File: src/rtl/trace_pkg.sv
// Constants shared by the trace stream transmitter and receiver: beat layout,
// WFI encoding and receiver state encoding.
package trace_pkg;

  localparam int unsigned CLK_COUNTER_WIDTH = 64;
  localparam int unsigned INSTR_WIDTH       = 32;
  localparam int unsigned PC_LSB            = 0;
  localparam logic [31:0] WFI_INSTRUCTION   = 32'h1050_0073;

  typedef enum logic [1:0] {
    ST_IDLE  = 2'd0,
    ST_RUN   = 2'd1,
    ST_ENDED = 2'd2
  } trace_state_e;

  // Beat layout is {instr, delta, pc} from MSB to LSB.
  function automatic int unsigned delta_lsb(input int unsigned xlen);
    return xlen;
  endfunction

  function automatic int unsigned instr_lsb(input int unsigned xlen, input int unsigned ts_width);
    return xlen + ts_width;
  endfunction

endpackage

File: src/rtl/axis_skid_buffer.sv
// Two-entry valid/ready buffer (output register plus one skid register);
// the skid entry always drains ahead of new input so ordering is kept.
module axis_skid_buffer #(
  parameter int unsigned WIDTH = 8
) (
  input  logic             clk,
  input  logic             rst_n,
  input  logic             clear,
  input  logic             in_valid,
  output logic             in_ready,
  input  logic [WIDTH-1:0] in_data,
  output logic             out_valid,
  input  logic             out_ready,
  output logic [WIDTH-1:0] out_data
);

  logic             out_valid_q, out_valid_d;
  logic [WIDTH-1:0] out_data_q,  out_data_d;
  logic             skid_valid_q, skid_valid_d;
  logic [WIDTH-1:0] skid_data_q,  skid_data_d;
  logic             accept;
  logic             load_out;

  assign in_ready = ~skid_valid_q & ~clear;
  assign accept   = in_valid & in_ready;
  assign load_out = ~out_valid_q | out_ready;

  // Output register refills from skid first, then from the input.
  always_comb begin
    out_valid_d  = out_valid_q;
    out_data_d   = out_data_q;
    skid_valid_d = skid_valid_q;
    skid_data_d  = skid_data_q;
    if (clear) begin
      out_valid_d  = 1'b0;
      out_data_d   = '0;
      skid_valid_d = 1'b0;
      skid_data_d  = '0;
    end else if (load_out) begin
      if (skid_valid_q) begin
        out_valid_d  = 1'b1;
        out_data_d   = skid_data_q;
        skid_valid_d = 1'b0;
      end else begin
        out_valid_d = accept;
        if (accept) begin
          out_data_d = in_data;
        end
      end
    end else if (accept) begin
      skid_valid_d = 1'b1;
      skid_data_d  = in_data;
    end
  end

  always_ff @(posedge clk or negedge rst_n) begin
    if (!rst_n) begin
      out_valid_q  <= 1'b0;
      out_data_q   <= '0;
      skid_valid_q <= 1'b0;
      skid_data_q  <= '0;
    end else begin
      out_valid_q  <= out_valid_d;
      out_data_q   <= out_data_d;
      skid_valid_q <= skid_valid_d;
      skid_data_q  <= skid_data_d;
    end
  end

  assign out_valid = out_valid_q;
  assign out_data  = out_data_q;

endmodule

File: src/rtl/trace_stream_receiver.sv
// Trace AXI-Stream receiver: unpacks {instr, delta, pc} beats, rebuilds the
// absolute timestamp and tracks run state. Stats logic under TRACE_RX_STATS_EN.
module trace_stream_receiver
  import trace_pkg::*;
#(
  parameter int unsigned XLEN           = 64,
  parameter int unsigned TS_WIDTH       = CLK_COUNTER_WIDTH,
  parameter int unsigned AXI_DATA_WIDTH = XLEN + INSTR_WIDTH + TS_WIDTH
) (
  input  logic                      clk,
  input  logic                      rst_n,
  input  logic                      S_AXIS_tvalid,
  output logic                      S_AXIS_tready,
  input  logic [AXI_DATA_WIDTH-1:0] S_AXIS_tdata,
  input  logic                      S_AXIS_tlast,
  input  logic                      clear,
  output logic                      out_valid,
  input  logic                      out_ready,
  output logic [XLEN-1:0]           out_pc,
  output logic [31:0]               out_instr,
  output logic [TS_WIDTH-1:0]       out_delta,
  output logic [TS_WIDTH-1:0]       out_timestamp,
  output logic                      out_last,
  output logic                      out_wfi,
  output logic [1:0]                state,
  output logic [31:0]               pkt_count,
  output logic [31:0]               frame_count,
  output logic                      delta_err
);

  localparam int unsigned DELTA_LSB = delta_lsb(XLEN);
  localparam int unsigned INSTR_LSB = instr_lsb(XLEN, TS_WIDTH);
  localparam int unsigned P_TS_LSB    = 0;
  localparam int unsigned P_PC_LSB    = TS_WIDTH;
  localparam int unsigned P_DELTA_LSB = TS_WIDTH + XLEN;
  localparam int unsigned P_INSTR_LSB = 2 * TS_WIDTH + XLEN;
  localparam int unsigned P_LAST      = P_INSTR_LSB + INSTR_WIDTH;
  localparam int unsigned P_WFI       = P_LAST + 1;
  localparam int unsigned PAYLOAD_W   = P_WFI + 1;

  logic [XLEN-1:0]        beat_pc;
  logic [TS_WIDTH-1:0]    beat_delta;
  logic [INSTR_WIDTH-1:0] beat_instr;
  logic                   beat_wfi;
  logic                   accept;
  logic [TS_WIDTH-1:0]    ts_q, ts_d, ts_new;
  trace_state_e           state_q, state_d;
  logic [PAYLOAD_W-1:0]   payload_in, payload_out;

  assign beat_pc    = S_AXIS_tdata[PC_LSB +: XLEN];
  assign beat_delta = S_AXIS_tdata[DELTA_LSB +: TS_WIDTH];
  assign beat_instr = S_AXIS_tdata[INSTR_LSB +: INSTR_WIDTH];
  assign beat_wfi   = (beat_instr == WFI_INSTRUCTION);
  assign accept     = S_AXIS_tvalid & S_AXIS_tready;

  // The first beat after reset/clear re-bases the accumulator; later beats add.
  assign ts_new = (state_q == ST_IDLE) ? beat_delta : ts_q + beat_delta;

  always_comb begin
    ts_d    = ts_q;
    state_d = state_q;
    if (clear) begin
      ts_d    = '0;
      state_d = ST_IDLE;
    end else if (accept) begin
      ts_d = ts_new;
      case (state_q)
        ST_IDLE:  state_d = beat_wfi ? ST_ENDED : ST_RUN;
        ST_RUN:   state_d = beat_wfi ? ST_ENDED : ST_RUN;
        ST_ENDED: state_d = beat_wfi ? ST_ENDED : ST_RUN;
        default:  state_d = ST_IDLE;
      endcase
    end
  end

  always_ff @(posedge clk or negedge rst_n) begin
    if (!rst_n) begin
      ts_q    <= '0;
      state_q <= ST_IDLE;
    end else begin
      ts_q    <= ts_d;
      state_q <= state_d;
    end
  end

  assign payload_in = {beat_wfi, S_AXIS_tlast, beat_instr, beat_delta, beat_pc, ts_new};

  axis_skid_buffer #(
    .WIDTH (PAYLOAD_W)
  ) u_skid (
    .clk       (clk),
    .rst_n     (rst_n),
    .clear     (clear),
    .in_valid  (S_AXIS_tvalid),
    .in_ready  (S_AXIS_tready),
    .in_data   (payload_in),
    .out_valid (out_valid),
    .out_ready (out_ready),
    .out_data  (payload_out)
  );

  assign out_timestamp = payload_out[P_TS_LSB +: TS_WIDTH];
  assign out_pc        = payload_out[P_PC_LSB +: XLEN];
  assign out_delta     = payload_out[P_DELTA_LSB +: TS_WIDTH];
  assign out_instr     = payload_out[P_INSTR_LSB +: INSTR_WIDTH];
  assign out_last      = payload_out[P_LAST];
  assign out_wfi       = payload_out[P_WFI];
  assign state         = state_q;

`ifdef TRACE_RX_STATS_EN
  localparam logic [31:0] CNT_MAX = 32'hFFFF_FFFF;

  logic [31:0] pkt_count_q,   pkt_count_d;
  logic [31:0] frame_count_q, frame_count_d;
  logic        delta_err_q,   delta_err_d;

  // Saturating beat/frame counters and sticky zero-delta flag.
  always_comb begin
    pkt_count_d   = pkt_count_q;
    frame_count_d = frame_count_q;
    delta_err_d   = delta_err_q;
    if (clear) begin
      pkt_count_d   = '0;
      frame_count_d = '0;
      delta_err_d   = 1'b0;
    end else if (accept) begin
      if (pkt_count_q != CNT_MAX) begin
        pkt_count_d = pkt_count_q + 32'd1;
      end
      if (S_AXIS_tlast && (frame_count_q != CNT_MAX)) begin
        frame_count_d = frame_count_q + 32'd1;
      end
      if ((state_q != ST_IDLE) && (beat_delta == '0)) begin
        delta_err_d = 1'b1;
      end
    end
  end

  always_ff @(posedge clk or negedge rst_n) begin
    if (!rst_n) begin
      pkt_count_q   <= '0;
      frame_count_q <= '0;
      delta_err_q   <= 1'b0;
    end else begin
      pkt_count_q   <= pkt_count_d;
      frame_count_q <= frame_count_d;
      delta_err_q   <= delta_err_d;
    end
  end

  assign pkt_count   = pkt_count_q;
  assign frame_count = frame_count_q;
  assign delta_err   = delta_err_q;
`else
  assign pkt_count   = '0;
  assign frame_count = '0;
  assign delta_err   = 1'b0;
`endif

endmodule

File: config.mk
export PLATFORM = sky130hd
export DESIGN_NAME = trace_stream_receiver
export DESIGN_NICKNAME = d
export VERILOG_FILES = /design/src/rtl/trace_pkg.sv /design/src/rtl/axis_skid_buffer.sv /design/src/rtl/trace_stream_receiver.sv
export SDC_FILE = /design/constraint.sdc
export NUM_CORES = 1
export LEC_CHECK = 0
export ABC_AREA = 1
export BUFFER_PORTS_ARGS = -buffer_cell sky130_fd_sc_hd__buf_4
export CORE_MARGIN = 2
export CORE_UTILIZATION = 52
export DETAILED_ROUTE_END_ITERATION = 16
export GPL_ROUTABILITY_DRIVEN = 1
export PLACE_DENSITY = 0.77
export SLEW_MARGIN = 20
export SYNTH_ARGS = -nofsm -noshare
export SYNTH_HDL_FRONTEND = slang
export SYNTH_SLANG_ARGS = --single-unit
File: constraint.sdc
create_clock -name clk -period 2.15 [get_ports clk]
set_input_delay 0.43 -clock clk [delete_from_list [all_inputs] [get_ports clk]]
set_output_delay 0.43 -clock clk [all_outputs]
set_load 0.02 [all_outputs]
---- After elaboration in Yosys (flattened, before gate mapping) ----
Index checks and enable logic that the tools add are counted.
storage, ports and cells
  bits in registers ....................... 520
  bits of input ports ..................... 166
  output and inout bits ................... 295
  logic and storage cells ................. 44
cells by class
  $add $sub $neg .......................... 1
  equal/unequal tests ..................... 4
  multiplexer cells ....................... 19
  bitwise gates (word level) .............. 6
  reductions and logical operators ........ 8
operators by type and width
  kind                                                                     count
  226-bit two-way mux                                                      6
  64-bit two-way mux                                                       3
  64-bit adder                                                             1
  32-bit by 29-bit equality test with 1-bit output, second input constant  1
  2-bit two-way mux                                                        4
  1-bit two-way mux                                                        6
  3-bit nonzero test                                                       2
  2-bit AND reduction                                                      2
  2-bit nonzero test                                                       2
  1-bit inverter                                                           3
  3-bit OR reduction                                                       1
  1-bit bitwise AND                                                        2
  2-bit by 1-bit equality test with 1-bit output, second input constant    1
  2-bit equality test, second input constant                               1
  2-bit logical NOT                                                        1
  2-bit != test, second input constant                                     1
  1-bit OR                                                                 1

---- Logic depth before layout (Yosys ltp) ----
  word-level depth ........................ 7
  mapped depth ............................ 19
  depth with buffers taken out ............ 19

---- Hierarchy ----
From an unflattened synthesis, not the netlist that was laid out.
unflattened totals
  cells, all modules ...................... 4,632
  area, all modules ....................... 31,665.4 um2
modules (own cells, without submodules)
  module                 instances  cells each  area an instance (um2)  sequential area each (um2)
  axis_skid_buffer       1          2,777       21,678.3                11,360.9
  trace_stream_receiver  1          1,855       9,987.1                 1,651.6

---- Least setup slack after synthesis ----
Ideal clock, no wire load.
  kind .................................... input-to-reg
  start ................................... in S_AXIS_tdata[64]
  end ..................................... reg u_skid.out_data_q[60] (netlist: u_skid.out_data[60])
  setup time .............................. 0.117 ns
  data arrival time ....................... 2.076 ns
  data required time ...................... 2.033 ns
  slack ................................... -0.042 ns
  stages on the path ...................... 19
  buffers on the path ..................... 0
  cells stage by stage .................... ha_1 -> inv_1 -> fa_1 -> inv_1 -> nand3_1 -> nand2_1 -> nand3_1 -> nand3_1 -> nand2_1 -> nand2_1 -> nand2_1 -> nand2_1 -> nand2_1 -> nand2_1 -> nand2_1 -> nand2_1 -> nand2_1 -> nand2_1 -> nand2_1
on the way
  longest elaborated chain between the ends .. 6
ends and longest elaborated chain
  what                    RTL line                     RTL
  start: declaration      trace_stream_receiver.sv:14  input logic [AXI_DATA_WIDTH-1:0] S_AXIS_tdata,
  64-bit adder            trace_stream_receiver.sv:57  assign ts_new = (state_q == ST_IDLE) ? beat_delta : ts_q + beat_delta;
  64-bit two-way mux      trace_stream_receiver.sv:57
  226-bit two-way mux     axis_skid_buffer.sv:46       if (accept) begin
  226-bit two-way mux     axis_skid_buffer.sv:40       if (skid_valid_q) begin
  226-bit two-way mux     axis_skid_buffer.sv:39       end else if (load_out) begin
  226-bit two-way mux     axis_skid_buffer.sv:34       if (clear) begin
  end signal: assignment  axis_skid_buffer.sv:64       out_data_q <= out_data_d;
  end: declaration        axis_skid_buffer.sv:18       logic [WIDTH-1:0] out_data_q, out_data_d;
Every way passes these cells. The select of a mux whose other input is x is not followed.
A chain may end at the register's enable or synchronous reset.

---- Worst setup path after layout ----
  start ................................... reg ts_q[0]
  end ..................................... reg u_skid.out_data_q[32] (netlist: u_skid.out_data[32])
on the way
  longest elaborated chain between the ends .. 6
ends and longest elaborated chain
  what                      RTL line                     RTL
  start: declaration        trace_stream_receiver.sv:46  logic [TS_WIDTH-1:0] ts_q, ts_d, ts_new;
  start signal: assignment  trace_stream_receiver.sv:81  ts_q <= ts_d;
  64-bit adder              trace_stream_receiver.sv:57
  64-bit two-way mux        trace_stream_receiver.sv:57
  226-bit two-way mux       axis_skid_buffer.sv:46
  226-bit two-way mux       axis_skid_buffer.sv:40
  226-bit two-way mux       axis_skid_buffer.sv:39
  226-bit two-way mux       axis_skid_buffer.sv:34
Every way passes these cells. The select of a mux whose other input is x is not followed.

==> metrics.md <==
| Metric | Value |
|---|---|
| Status | `finished with violations` |
| Failing checks | `setup timing` |
| Crit path largest cell delay | `0.38 ns` |
| Post-synthesis sequential area ratio | `45.96%` |
| Worst EP required | `2.67 ns` |
| GP Congestion | `0.9928` |
| Largest net degree at the start of global routing | `151` |
| Reg2Reg Setup Slack | `-0.22 ns` |
| Initial Util | `52.61%` |
| Die X | `237.3 µm` |
| Syn Area/Cell | `7.286 µm²` |
| Global-route wire length before repair | `151.2 mm` |
| R2r endpoint | `u_skid.out_data[32]` |
| Synth cell types | `39` |
| Buffers on Ports | `395` |
| MaxCap Viol Count | `0` |
| Layout Skew | `0.01821 ns` |
| Wire length per cell | `18.60 µm` |
| Relative slew slack | `43.34%` |
| Total track usage | `33.97%` |
| Via count of the routed design | `28210` |
| Total routed wirelength | `98.02 mm` |
| Post-synth EDFFs | `0` |
| Htree depth | `2` |
| Die Ht | `237.3 µm` |
| Die area | `56330 µm²` |
| Worst setup EP type | `flop` |
| Fmax | `0.4220 GHz` |
| Num Clock Sinks | `520` |
| CORE AREA | `53810 µm²` |
| I/O pin count | `461` |
| Antenna cells | `0` |
| FFs w/ async S/R, synth | `100.0%` |
| Most frequent cells in the layout | `nand2_1, buf_4, dfrtp_1` |
| DR pass1 iterations | `6` |
| Internal power | `19.68 mW` |
| Worst-Margin Slew | `0.8499 ns` |
| Worst Setup Path Type | `flop to flop` |
| DP Worst Slack | `-0.7002 ns` |
| Area Growth Syn to Fin | `40.29%` |
| Mapped cell area | `28310 µm²` |
| Switching power | `10.23 mW` |
| Most common cell on crit path | `nand2_4` |
| WP buf/inv | `2` |
| Remaining DRCs | `0` |
| Hold Path Depth | `3` |
| Clock slew at reported path FFs | `0.06 ns` |
| Hold_sp | `S_AXIS_tdata[13]` |
| Initial drt markers | `2208` |
| RSZ-0062 raised after global routing | `yes` |
| DR vias/cell | `5.354` |
| Final #Nets | `4766` |
| Clk buf depth | `3` |
| Flops & latches, synth | `520` |
| Final worst path period need | `2.370 ns` |
| Sequential share of power | `37.2%` |
| Hold Path Class | `primary input to flop` |
| Lkg Pwr | `20.39 nW` |
| Power per Cell Area | `753.2 nW/µm²` |
| Cts bufs inserted | `53` |
| CTS root buf | `clkbuf_16` |
| Row count | `85` |
| Net Sw Frac | `34.21%` |
| CP top delay family | `simple AND/OR/NAND/NOR gates` |
| CP Data Arrival Time | `2.89 ns` |
| Final hold vios | `0` |
| Cells after synthesis | `3886` |
| Most common cell after layout, fill and taps aside | `nand2_1` |
| Final Util | `73.81%` |
| CTS tree | `built` |
| Max Transition Viols Final | `0` |
| Max VDD drop | `0.6582 mV` |
| Vias in the first global route | `27510` |
| Synth warn | `0` |
| Reg2reg start | `ts_q[0]` |
| Layout cells sized above 1 | `32.91%` |
| Hold EP | `u_skid.skid_data_q[77]` |
| Final WS setup | `-0.2197 ns` |
| CP Cell Sequence | `ha_2 > inv_2 > fa_2 > inv_4 > nand3_4 > nand2_4 > nand2_4 > nand2_4 > nand2_4 > nand2_4 > nand2_2 > nand2_4 > xor2_2 > nand2_1 > nand2_1 > nand2_1 > nand2_1 > nand2_1` |
| Detail Route Antenna Nets | `0` |
| Slowest CP cell | `dfrtp_1` |
| Startpoint types | `flop` |
| DP Wirelength | `68.74 mm` |
| Worst reg2reg path depth | `18` |
| Initial antenna violation count | `1` |
| Clk Latency, worst-skew pair | `0.62 ns` |
| Final setup vio count | `151` |
| Comb power frac | `31.4%` |
| Total global routing overflow | `0` |
| Critical Path Fanout Max | `3` |
| Main synth FF type | `dfrtp_1` |
| Total Power | `29.92 mW` |
| Filler cell count | `4119` |
| Period utilization | `110.2%` |
| Clk network pwr share | `31.4%` |
## metal layers
metal  vias up  wire length, µm  global-route usage, %  part of all wire, %
met5         -                0                      0                    0
met4         0             4656                  14.14                  4.8
met3       257             5950                  4.517                  6.1
met2      1023            46940                  56.38                   48
met1     13530            40470                  45.09                   41
li1      13400                -                      -                    -
## final cells by class
cell class              count  area (µm²)  area share [%]
multi-input cells        2676       15680           39.47
flip-flops and latches    520       13030           32.79
repair buffers            767        6439           16.21
inverters                 518        1971           4.962
clock buffers              75        1489           3.749
well taps                 696       870.8           2.193
clock inverters            17       247.7          0.6237
## flip-flops by register name, summed over array words and instances, names as in the netlist
register / count
u_skid.out_data: 226
u_skid.skid_data_q: 226
ts_q: 64
state: 2
u_skid.out_valid: 1
u_skid.skid_valid_q: 1
## worst max-delay path by stage
stage / from / endpoint / slack (ns) / cells past startpoint
finish: ts_q[0] / u_skid.out_data[32] / -0.22 / 18
global route: ts_q[0] / u_skid.out_data[32] / -0.32 / 18
CTS: ts_q[0] / u_skid.out_data[32] / -0.15 / 18
detailed placement: S_AXIS_tdata[73] / u_skid.out_data[29] / -0.70 / 16
global placement: S_AXIS_tdata[84] / u_skid.out_data[37] / -0.68 / 18
floorplan: S_AXIS_tdata[64] / u_skid.out_data[56] / 0.02 / 19
## stage by stage
| stage | instances | TNS (ns) | cell area, µm² | hold slack [ns] |
|---|---|---|---|---|
| 2_1_floorplan | 3950 | 0 | 28560 | 0.1344 |
| 3_3_place_gp | 5116 | -73.86 | 33990 | 0.3625 |
| 3_5_place_dp | 5116 | -76.79 | 33990 | 0.3624 |
| 4_1_cts | 5236 | -7.183 | 38100 | 0.004252 |
| 5_1_grt | 5269 | -28.32 | 39720 | 0.02614 |
| 6_report | 5269 | -13.76 | 39720 | 0.02813 |
## worst min-delay path, stage by stage
cell,delay [ns]
buf_4,0.08
nand2_1,0.04
o21ai_0,0.06
## synthesized netlist by cell type (16+ instances only)
master / instances / area share (%)
nand2_1: 1450 / 19
dfrtp_1: 520 / 46
inv_1: 510 / 6.8
o21ai_0: 470 / 8.3
nor2_1: 159 / 2.1
clkbuf_1: 96 / 1.3
a21oi_1: 92 / 1.6
nand3_1: 90 / 1.6
buf_4: 83 / 2.2
o22ai_1: 68 / 1.5
o21ai_1: 65 / 1.1
ha_1: 63 / 2.8
buf_2: 47 / 0.83
mux2i_1: 25 / 0.88
a22o_1: 24 / 0.74
nand4_1: 19 / 0.42
nor3_1: 18 / 0.32
xor2_1: 16 / 0.49
## timing repair
item                                    in CTS  in global routing
hold buffers                                 4                  0
endpoints found under the hold margin       32                  0
endpoints found under the setup margin     165                173
gates resized for setup                    563                396
pin swaps                                  158                164
buffers inserted                            27                 36
## power groups by stage
stage | Sequential, mW | Combinational, mW | Clock [mW]
final | 11.1 | 9.39 | 9.39
after global placement | 11.2 | 7.37 | 0
after CTS | 11.1 | 8.47 | 9.47
after global routing | 11.2 | 10.1 | 9.89
after floorplan | 11.8 | 3.31 | 0
after detailed placement | 11.2 | 7.44 | 0
## logic make-up after synthesis
logic type / share of synthesized area [%]
muxes: 0.8839
other: 0.01325
adders and majority gates: 2.855
DFF: 45.96
AOI/OAI and AO/OA: 13.75
buffers and inverters: 11.37
xor gates and xnor gates: 0.6496
and+or+nand+nor: 24.52
No activity file was read; power rests on OpenSTA's default activity.
